[config.mk]
export PLATFORM = sky130hd
export DESIGN_NAME = addac_n
export DESIGN_NICKNAME = d
export VERILOG_FILES = /design/src/rtl/addac_n.sv
export SDC_FILE = /design/constraint.sdc
export NUM_CORES = 1
export LEC_CHECK = 0
export ABC_AREA = 1
export BUFFER_PORTS_ARGS = -buffer_cell sky130_fd_sc_hd__buf_2
export CAP_MARGIN = 20
export CELL_PAD_IN_SITES_DETAIL_PLACEMENT = 0
export CELL_PAD_IN_SITES_GLOBAL_PLACEMENT = 1
export CORE_ASPECT_RATIO = 1.2
export CORE_MARGIN = 10
export CORE_UTILIZATION = 38
export DETAILED_ROUTE_END_ITERATION = 6
export GPL_TIMING_DRIVEN = 0
export PLACE_DENSITY = 0.91
export SETUP_SLACK_MARGIN = 0.2
export SLEW_MARGIN = 40
export SYNTH_ARGS = -nofsm -noshare
export SYNTH_HDL_FRONTEND = slang
export SYNTH_SLANG_ARGS = --single-unit
export TNS_END_PERCENT = 100
[constraint.sdc]
create_clock -name clk -period 6.4 [get_ports clk]
set_input_delay 0.96 -clock clk [delete_from_list [all_inputs] [get_ports clk]]
set_output_delay 0.96 -clock clk [all_outputs]
set_load 0.02 [all_outputs]
[src/rtl/addac_n.sv]
// Registered WIDTH-bit adder/subtractor with accumulator feedback, carry chaining,
// optional unsigned saturation and a sticky overflow flag. One op per cycle, latency 1.
module addac_n #(
  parameter int WIDTH = 8
) (
  input  logic             clk,
  input  logic             rst,
  input  logic [WIDTH-1:0] a,
  input  logic [WIDTH-1:0] b,
  input  logic [1:0]       sel,
  input  logic             acc,
  input  logic             cchain,
  input  logic             sat,
  input  logic             clr,
  input  logic             in_valid,
  output logic [WIDTH-1:0] y,
  output logic             cout,
  output logic             ovf,
  output logic             out_valid
);

  localparam logic [1:0] SEL_ADD_A = 2'b00;
  localparam logic [1:0] SEL_ADD_B = 2'b01;
  localparam logic [1:0] SEL_SUB_A = 2'b10;
  localparam logic [1:0] SEL_LOAD  = 2'b11;

  logic [WIDTH-1:0] y_reg;
  logic             cout_reg;
  logic             ovf_reg;
  logic             out_valid_reg;

  logic [WIDTH-1:0] base_val;
  logic [WIDTH-1:0] addend;
  logic             is_sub;
  logic             cin;
  logic [WIDTH:0]   sum_full;
  logic             carry_out;
  logic             ovf_event;
  logic [WIDTH-1:0] y_next;

  assign is_sub = (sel == SEL_SUB_A);

  // Per-bit operand steering: load-sum replaces the accumulator base with b.
  for (genvar gi = 0; gi < WIDTH; gi++) begin : g_operands
    always_comb begin
      base_val[gi] = 1'b0;
      addend[gi]   = 1'b0;
      unique case (sel)
        SEL_ADD_A: begin
          base_val[gi] = acc & y_reg[gi];
          addend[gi]   = a[gi];
        end
        SEL_ADD_B: begin
          base_val[gi] = acc & y_reg[gi];
          addend[gi]   = b[gi];
        end
        SEL_SUB_A: begin
          base_val[gi] = acc & y_reg[gi];
          addend[gi]   = ~a[gi];
        end
        SEL_LOAD: begin
          base_val[gi] = b[gi];
          addend[gi]   = a[gi];
        end
        default: begin
          base_val[gi] = 1'b0;
          addend[gi]   = 1'b0;
        end
      endcase
    end
  end

  // Unchained subtract injects the +1 of two's complement; chained ops reuse last carry.
  assign cin       = cchain ? cout_reg : is_sub;
  assign sum_full  = {1'b0, base_val} + {1'b0, addend} + {{WIDTH{1'b0}}, cin};
  assign carry_out = sum_full[WIDTH];
  assign ovf_event = is_sub ? ~carry_out : carry_out;

  always_comb begin
    y_next = sum_full[WIDTH-1:0];
    if (sat && ovf_event) begin
      y_next = {WIDTH{~is_sub}};
    end
  end

  always_ff @(posedge clk or posedge rst) begin
    if (rst) begin
      y_reg         <= '0;
      cout_reg      <= 1'b0;
      ovf_reg       <= 1'b0;
      out_valid_reg <= 1'b0;
    end else if (clr) begin
      y_reg         <= '0;
      cout_reg      <= 1'b0;
      ovf_reg       <= 1'b0;
      out_valid_reg <= 1'b0;
    end else if (in_valid) begin
      y_reg         <= y_next;
      cout_reg      <= carry_out;
      ovf_reg       <= ovf_reg | ovf_event;
      out_valid_reg <= 1'b1;
    end else begin
      out_valid_reg <= 1'b0;
    end
  end

  assign y         = y_reg;
  assign cout      = cout_reg;
  assign ovf       = ovf_reg;
  assign out_valid = out_valid_reg;

endmodule
==> impl_metrics.json, run 1 <==
{
  "status": "complete, no violations",
  "grt_setup_unrepaired": "no",
  "fmax_mhz": 302,
  "slew_headroom": 0.627,
  "cts_inserted_buffers": 3,
  "insertedDiodeCount": 0,
  "p_sw_mw": 0.102,
  "powerDensity_nw_per_um2": 173,
  "finalCriticalPeriod_ps": 3310,
  "drive_above_1_share": 0.227,
  "p_leak_nw": 0.876,
  "antenna_found_initial": 0,
  "maxSlewViolCount": 0,
  "cts-root-buf": "clkbuf_4",
  "stdcell_count": 265,
  "hold_path.class": "flip-flop to flip-flop",
  "cp_slowest_stage_delay_ps": 440,
  "hold_path_depth": 2,
  "htree_levels": 1,
  "dpl-instance-area_um2": 1430,
  "clock_path_buffers": 2,
  "drtAntennaViolNets": 0,
  "first_global_vias": 1146,
  "cts_hold_buf": 0,
  "syn_area_um2": 1210,
  "dr.pass1.iters": 4,
  "wirelength_um": 2960,
  "tritoncts": "built",
  "yosysUniqueCellTypes": 29,
  "layout.nets": 267,
  "synth_warnings": 0,
  "slowest_stage": "fa_1",
  "min_period_over_period": 0.517,
  "regArea_um2": 275,
  "syn_inst": 190,
  "clock_power_share": 0.170,
  "yosysSeqAreaShare": 0.227,
  "ys_ff_latch": 11,
  "die_y_um": 81.8,
  "grt_util_all_layers": 0.0982,
  "synth.avg_cell_area_um2": 6.37,
  "pin_count": 36,
  "design_area_um2": 1460,
  "port_buffers": 35,
  "start_util": 0.396,
  "syn-num-nets": 227,
  "drt_iter0_drc": 28,
  "seqPwrFrac": 0.333,
  "clkTransAtPathRegs_ps": 60,
  "clock_latency_ps": 250,
  "path_cells": "buf_2 -> inv_1 -> ha_1 -> buf_2 -> o21ai_1 -> a21oi_1 -> a21oi_1 -> fa_1 -> fa_1 -> inv_1 -> nand2_1 -> nand2_1 -> nand3_2 -> nand2_1 -> nand2_2 -> nand3_4 -> nand2_1 -> nand2_1 -> nand2_1",
  "largest_reg_flops": 8,
  "gp_congestion": 0.853,
  "swShare": 0.404,
  "criticalPathCategory": "input port to flip-flop",
  "n_fill_cell": 321,
  "path_max_fanout": 10,
  "ir_drop_uv": 106,
  "crit_top_cell": "nand2_1",
  "hold_viol": 0,
  "multiInputGateArea_um2": 792,
  "num_vias": 1188,
  "intPower_mw": 0.150,
  "p_comb_frac": 0.497,
  "detail_route.wl_per_cell_um": 11.2,
  "crit_arrival_ps": 3450,
  "grt_max_degree": 12,
  "setup_viol": 0,
  "setup_ws_ps": 3090,
  "power.total_mw": 0.252,
  "drc": 0,
  "cts_sinks": 11,
  "via_per_inst": 4.48,
  "row_count": 22,
  "worstSetupStartpointType": "input port",
  "syn2layout_area_growth_pct": 20.4,
  "whs_ps": 513,
  "critical_path.endpoint_type": "flip-flop",
  "core_area_um2": 3060,
  "placed_cells": 261,
  "overflow": 0,
  "fin_setup_tns_ps": 0,
  "fp.dieArea_um2": 5850,
  "dp_hpwl_um": 2620,
  "reg2regPathDepth": 13,
  "cp.required_ps": 6540,
  "pre_cts_ws_ps": 2780,
  "dieWidth_um": 71.5,
  "final_util": 0.477,
  "clock-skew-final_ps": 5.53,
  "cts_setup_buffers": 0,
  "cts_resized": 0,
  "cap_violations": 0,
  "worstMarginPinSlew_ps": 558,
  "grt_pass1_wl_um": 4900
}
## synthesized netlist by cell type
master,instances,share of area
a21oi_1,5,0.021
a21oi_2,1,0.0072
a22o_1,1,0.0072
a22oi_1,2,0.012
and2_1,2,0.010
buf_2,1,0.0041
buf_6,1,0.0093
clkbuf_1,1,0.0031
clkinv_1,1,0.0031
dfrtp_1,11,0.23
fa_1,2,0.033
ha_1,10,0.10
inv_1,26,0.081
inv_2,6,0.019
nand2_1,74,0.23
nand2_2,2,0.010
nand3_1,4,0.017
nand3_2,1,0.0083
nand3_4,1,0.014
nand3b_1,1,0.0062
nand4_1,3,0.015
nor2_1,7,0.022
nor2_2,1,0.0052
o211ai_1,7,0.043
o21ai_0,1,0.0041
o21ai_1,14,0.058
or2_1,1,0.0052
xnor2_1,1,0.0072
xor2_1,2,0.014
## worst paths after layout
path                        start    to  slack (ps)
max in group asynchronous     rst   ovf        5450
setup / recovery           sel[0]  y[0]        3090
hold reg to reg              y[1]  y[1]         510
hold / removal               y[1]  y[1]         510
setup reg to reg             y[0]  y[0]        4170
min in group asynchronous     rst  y[3]         670
## routing by layer
layer,global-route usage,wire length [um]
met4,0.0349,17
met5,0,0
met2,0.165,1390
met3,0.0265,201
met1,0.117,1350
## final cells by class
cell class                 count  area share
buffer                         3      0.0137
timing repair buffer          35       0.120
tap                           36      0.0309
multi-input combinational    143       0.543
clock buffer                   4      0.0180
inverter                      33      0.0850
sequential                    11       0.189
## layout by cell type (no fill, tap or decap), types with 2 or more instances in the layout
cell type | netlist | layout
nand2_2 | 2 | 2
nand3_1 | 4 | 4
nand4_1 | 3 | 3
inv_2 | 6 | 6
inv_1 | 26 | 26
a22oi_1 | 2 | 2
clkbuf_1 | 1 | 2
xor2_1 | 2 | 2
fa_1 | 2 | 2
nand2_1 | 74 | 74
ha_1 | 10 | 10
and2_1 | 2 | 2
buf_2 | 1 | 36
a21oi_1 | 5 | 5
o21ai_1 | 14 | 14
clkbuf_4 | 0 | 3
o211ai_1 | 7 | 7
nor2_1 | 7 | 7
dfrtp_1 | 11 | 11
## power groups by stage
stage	clock, mW	sequential, mW	combinational, mW
finish	0.0428	0.0839	0.125
global route	0.0481	0.0850	0.143
CTS	0.0450	0.0839	0.127
detailed placement	0	0.0851	0.125
global placement	0	0.0850	0.125
floorplan	0	0.0932	0.0826
## critical path, delay by kind of cell
| kind | cells | cell delay (ps) |
|---|---|---|
| compound gates | 3 | 310 |
| buf+inv | 4 | 470 |
| simple gates | 9 | 690 |
| fa+ha+maj | 3 | 1020 |
## cells by family (layout without fill, tap and decap cells)
kind of cell / after synthesis / after routing / synth area share
AOI/OAI and AO/OA: 31 / 31 / 0.153
buffers and inverters: 36 / 75 / 0.119
xor gates and xnor gates: 3 / 3 / 0.0217
DFF: 11 / 11 / 0.227
and+or+nand+nor: 97 / 97 / 0.343
adders and majority gates: 12 / 12 / 0.136
No activity file was read; power rests on OpenSTA's default activity.
==> run 2: changes to the inputs <==
CORE_UTILIZATION = 35   (was 38)
PLACE_DENSITY = 0.85   (was 0.91)
clock period = 3.4 ns   (was 6.4 ns; I/O delays follow)
==> run 2 against run 1 <==
  * Register-to-register slack got worse by 3000 ps
  * Clock skew decreased by 3.2 ps
  * Die area increased by 6.3%
  * Largest power group unchanged
==> impl_metrics.json, run 2 (synthesized netlist as in run 1, its figures left out) <==
{
  "num_vias": 1190,
  "detail_route.wl_per_cell_um": 11.3,
  "cts_hold_buf": 0,
  "gp_congestion": 0.826,
  "slew_headroom": 0.607,
  "htree_levels": 1,
  "via_per_inst": 4.47,
  "pin_count": 36,
  "cts-root-buf": "clkbuf_8",
  "port_buffers": 35,
  "hold_path.class": "input port to asynchronous set/reset pin",
  "dp_hpwl_um": 2660,
  "fmax_mhz": 347,
  "setup_viol": 0,
  "cp_num_buf_inv": 4,
  "cts_sinks": 11,
  "design_area_um2": 1480,
  "worstMarginPinSlew_ps": 588,
  "layout.nets": 267,
  "insertedDiodeCount": 0,
  "core_area_um2": 3340,
  "clock-skew-final_ps": 2.30,
  "overflow": 0,
  "p_leak_nw": 0.883,
  "min_period_over_period": 0.848,
  "largest_reg_flops": 8,
  "antenna_found_initial": 0,
  "start_util": 0.363,
  "regArea_um2": 275,
  "n_fill_cell": 365,
  "drt_iter0_drc": 34,
  "status": "complete, no violations",
  "dpl-instance-area_um2": 1430,
  "clock_latency_ps": 220,
  "dieWidth_um": 73.7,
  "multiInputGateArea_um2": 792,
  "maxSlewViolCount": 0,
  "final_common_cell": "nand2_1",
  "syn2layout_area_growth_pct": 22.2,
  "criticalPathCategory": "input port to flip-flop",
  "cap_violations": 0,
  "drtAntennaViolNets": 0,
  "layout_common_cells": "74 x nand2_1, 35 x buf_2, 26 x inv_1",
  "ir_drop_uv": 257,
  "worstSetupStartpointType": "input port",
  "path_cells": "buf_2 -> inv_1 -> ha_1 -> clkbuf_4 -> o21ai_1 -> a21oi_1 -> a21oi_1 -> fa_1 -> fa_1 -> inv_1 -> nand2_1 -> nand2_1 -> nand3_2 -> nand2_1 -> nand2_2 -> nand3_4 -> nand2_1 -> nand2_1 -> nand2_1",
  "drc": 0,
  "fin_setup_tns_ps": 0,
  "p_comb_frac": 0.459,
  "grt_setup_unrepaired": "no",
  "grt_util_all_layers": 0.0954,
  "grt_max_degree": 12,
  "swShare": 0.379,
  "cts_inserted_buffers": 3,
  "clkTransAtPathRegs_ps": 50,
  "die_y_um": 84.4,
  "critical_path.endpoint_type": "flip-flop",
  "fp.dieArea_um2": 6220,
  "intPower_mw": 0.319,
  "p_sw_mw": 0.195,
  "hold_viol": 0,
  "path_max_fanout": 10,
  "cp.required_ps": 3510,
  "finalCriticalPeriod_ps": 2880,
  "tritoncts": "built",
  "dr.pass1.iters": 4,
  "clock_power_share": 0.234,
  "cp_slowest_stage_delay_ps": 430,
  "clock_path_buffers": 2,
  "seqPwrFrac": 0.307,
  "powerDensity_nw_per_um2": 347,
  "grt_pass1_wl_um": 5150,
  "crit_top_cell": "nand2_1",
  "r2r_slack_ps": 1180,
  "slowest_stage": "fa_1",
  "path_delay_family": "adder cells",
  "first_global_vias": 1192,
  "drive_above_1_share": 0.227,
  "crit_arrival_ps": 2990,
  "row_count": 23,
  "wirelength_um": 3000
}
## run 2: cell types whose count changed in the layout (fill, tap and decap cells not counted)
cell,previous run,this run
clkbuf_8,0,3
clkbuf_4,3,1
buf_2,36,35
## run 2: final timing paths
| check | from | endpoint | depth (start not counted) |
|---|---|---|---|
| max | sel[0] | y[2] | 19 |
| max in group asynchronous | rst | y[0] | 2 |
| min | rst | y[3] | 2 |
| min in group clk | clr | ovf | 2 |
| max reg2reg | y[0] | y[2] | 13 |
| min reg2reg | ovf | ovf | 2 |
## run 2: through the flow
step	util	power [mW]	setup WS (ps)	std cells	hold slack [ps]
after floorplan	-	0.331	693	190	362
after global placement	0.429	0.396	290	262	490
after detailed placement	0.429	0.397	249	262	509
after CTS	0.443	0.522	478	266	269
after global routing	0.443	0.563	235	266	299
final	0.443	0.514	516	266	258
## run 2: cell type report
cell class	count	area share
Buffer	3	0.0152
Sequential cell	11	0.186
Timing Repair Buffer	35	0.118
Tap cell	37	0.0313
Clock buffer	4	0.0304
Multi-Input combinational cell	143	0.535
Inverter	33	0.0837
## run 2: power groups by stage
stage	logic [mW]	registers, mW	clock network (mW)
after floorplan	0.155	0.175	0
after global placement	0.238	0.158	0
after detailed placement	0.237	0.160	0
after CTS	0.240	0.158	0.124
after global routing	0.273	0.160	0.131
final	0.236	0.158	0.120
## run 2: layer usage
layer | global-route usage | part of all wire | vias up
li1 | - | - | 677
met1 | 0.122 | 0.48 | 487
met5 | 0 | 0 | -
met4 | 0.0323 | 0.015 | 0
met2 | 0.154 | 0.45 | 22
met3 | 0.0177 | 0.061 | 4
## run 2: repair_timing
action	in CTS	in global routing
buffers inserted	0	0
gates resized for setup	0	1
endpoints found under the setup margin	0	1
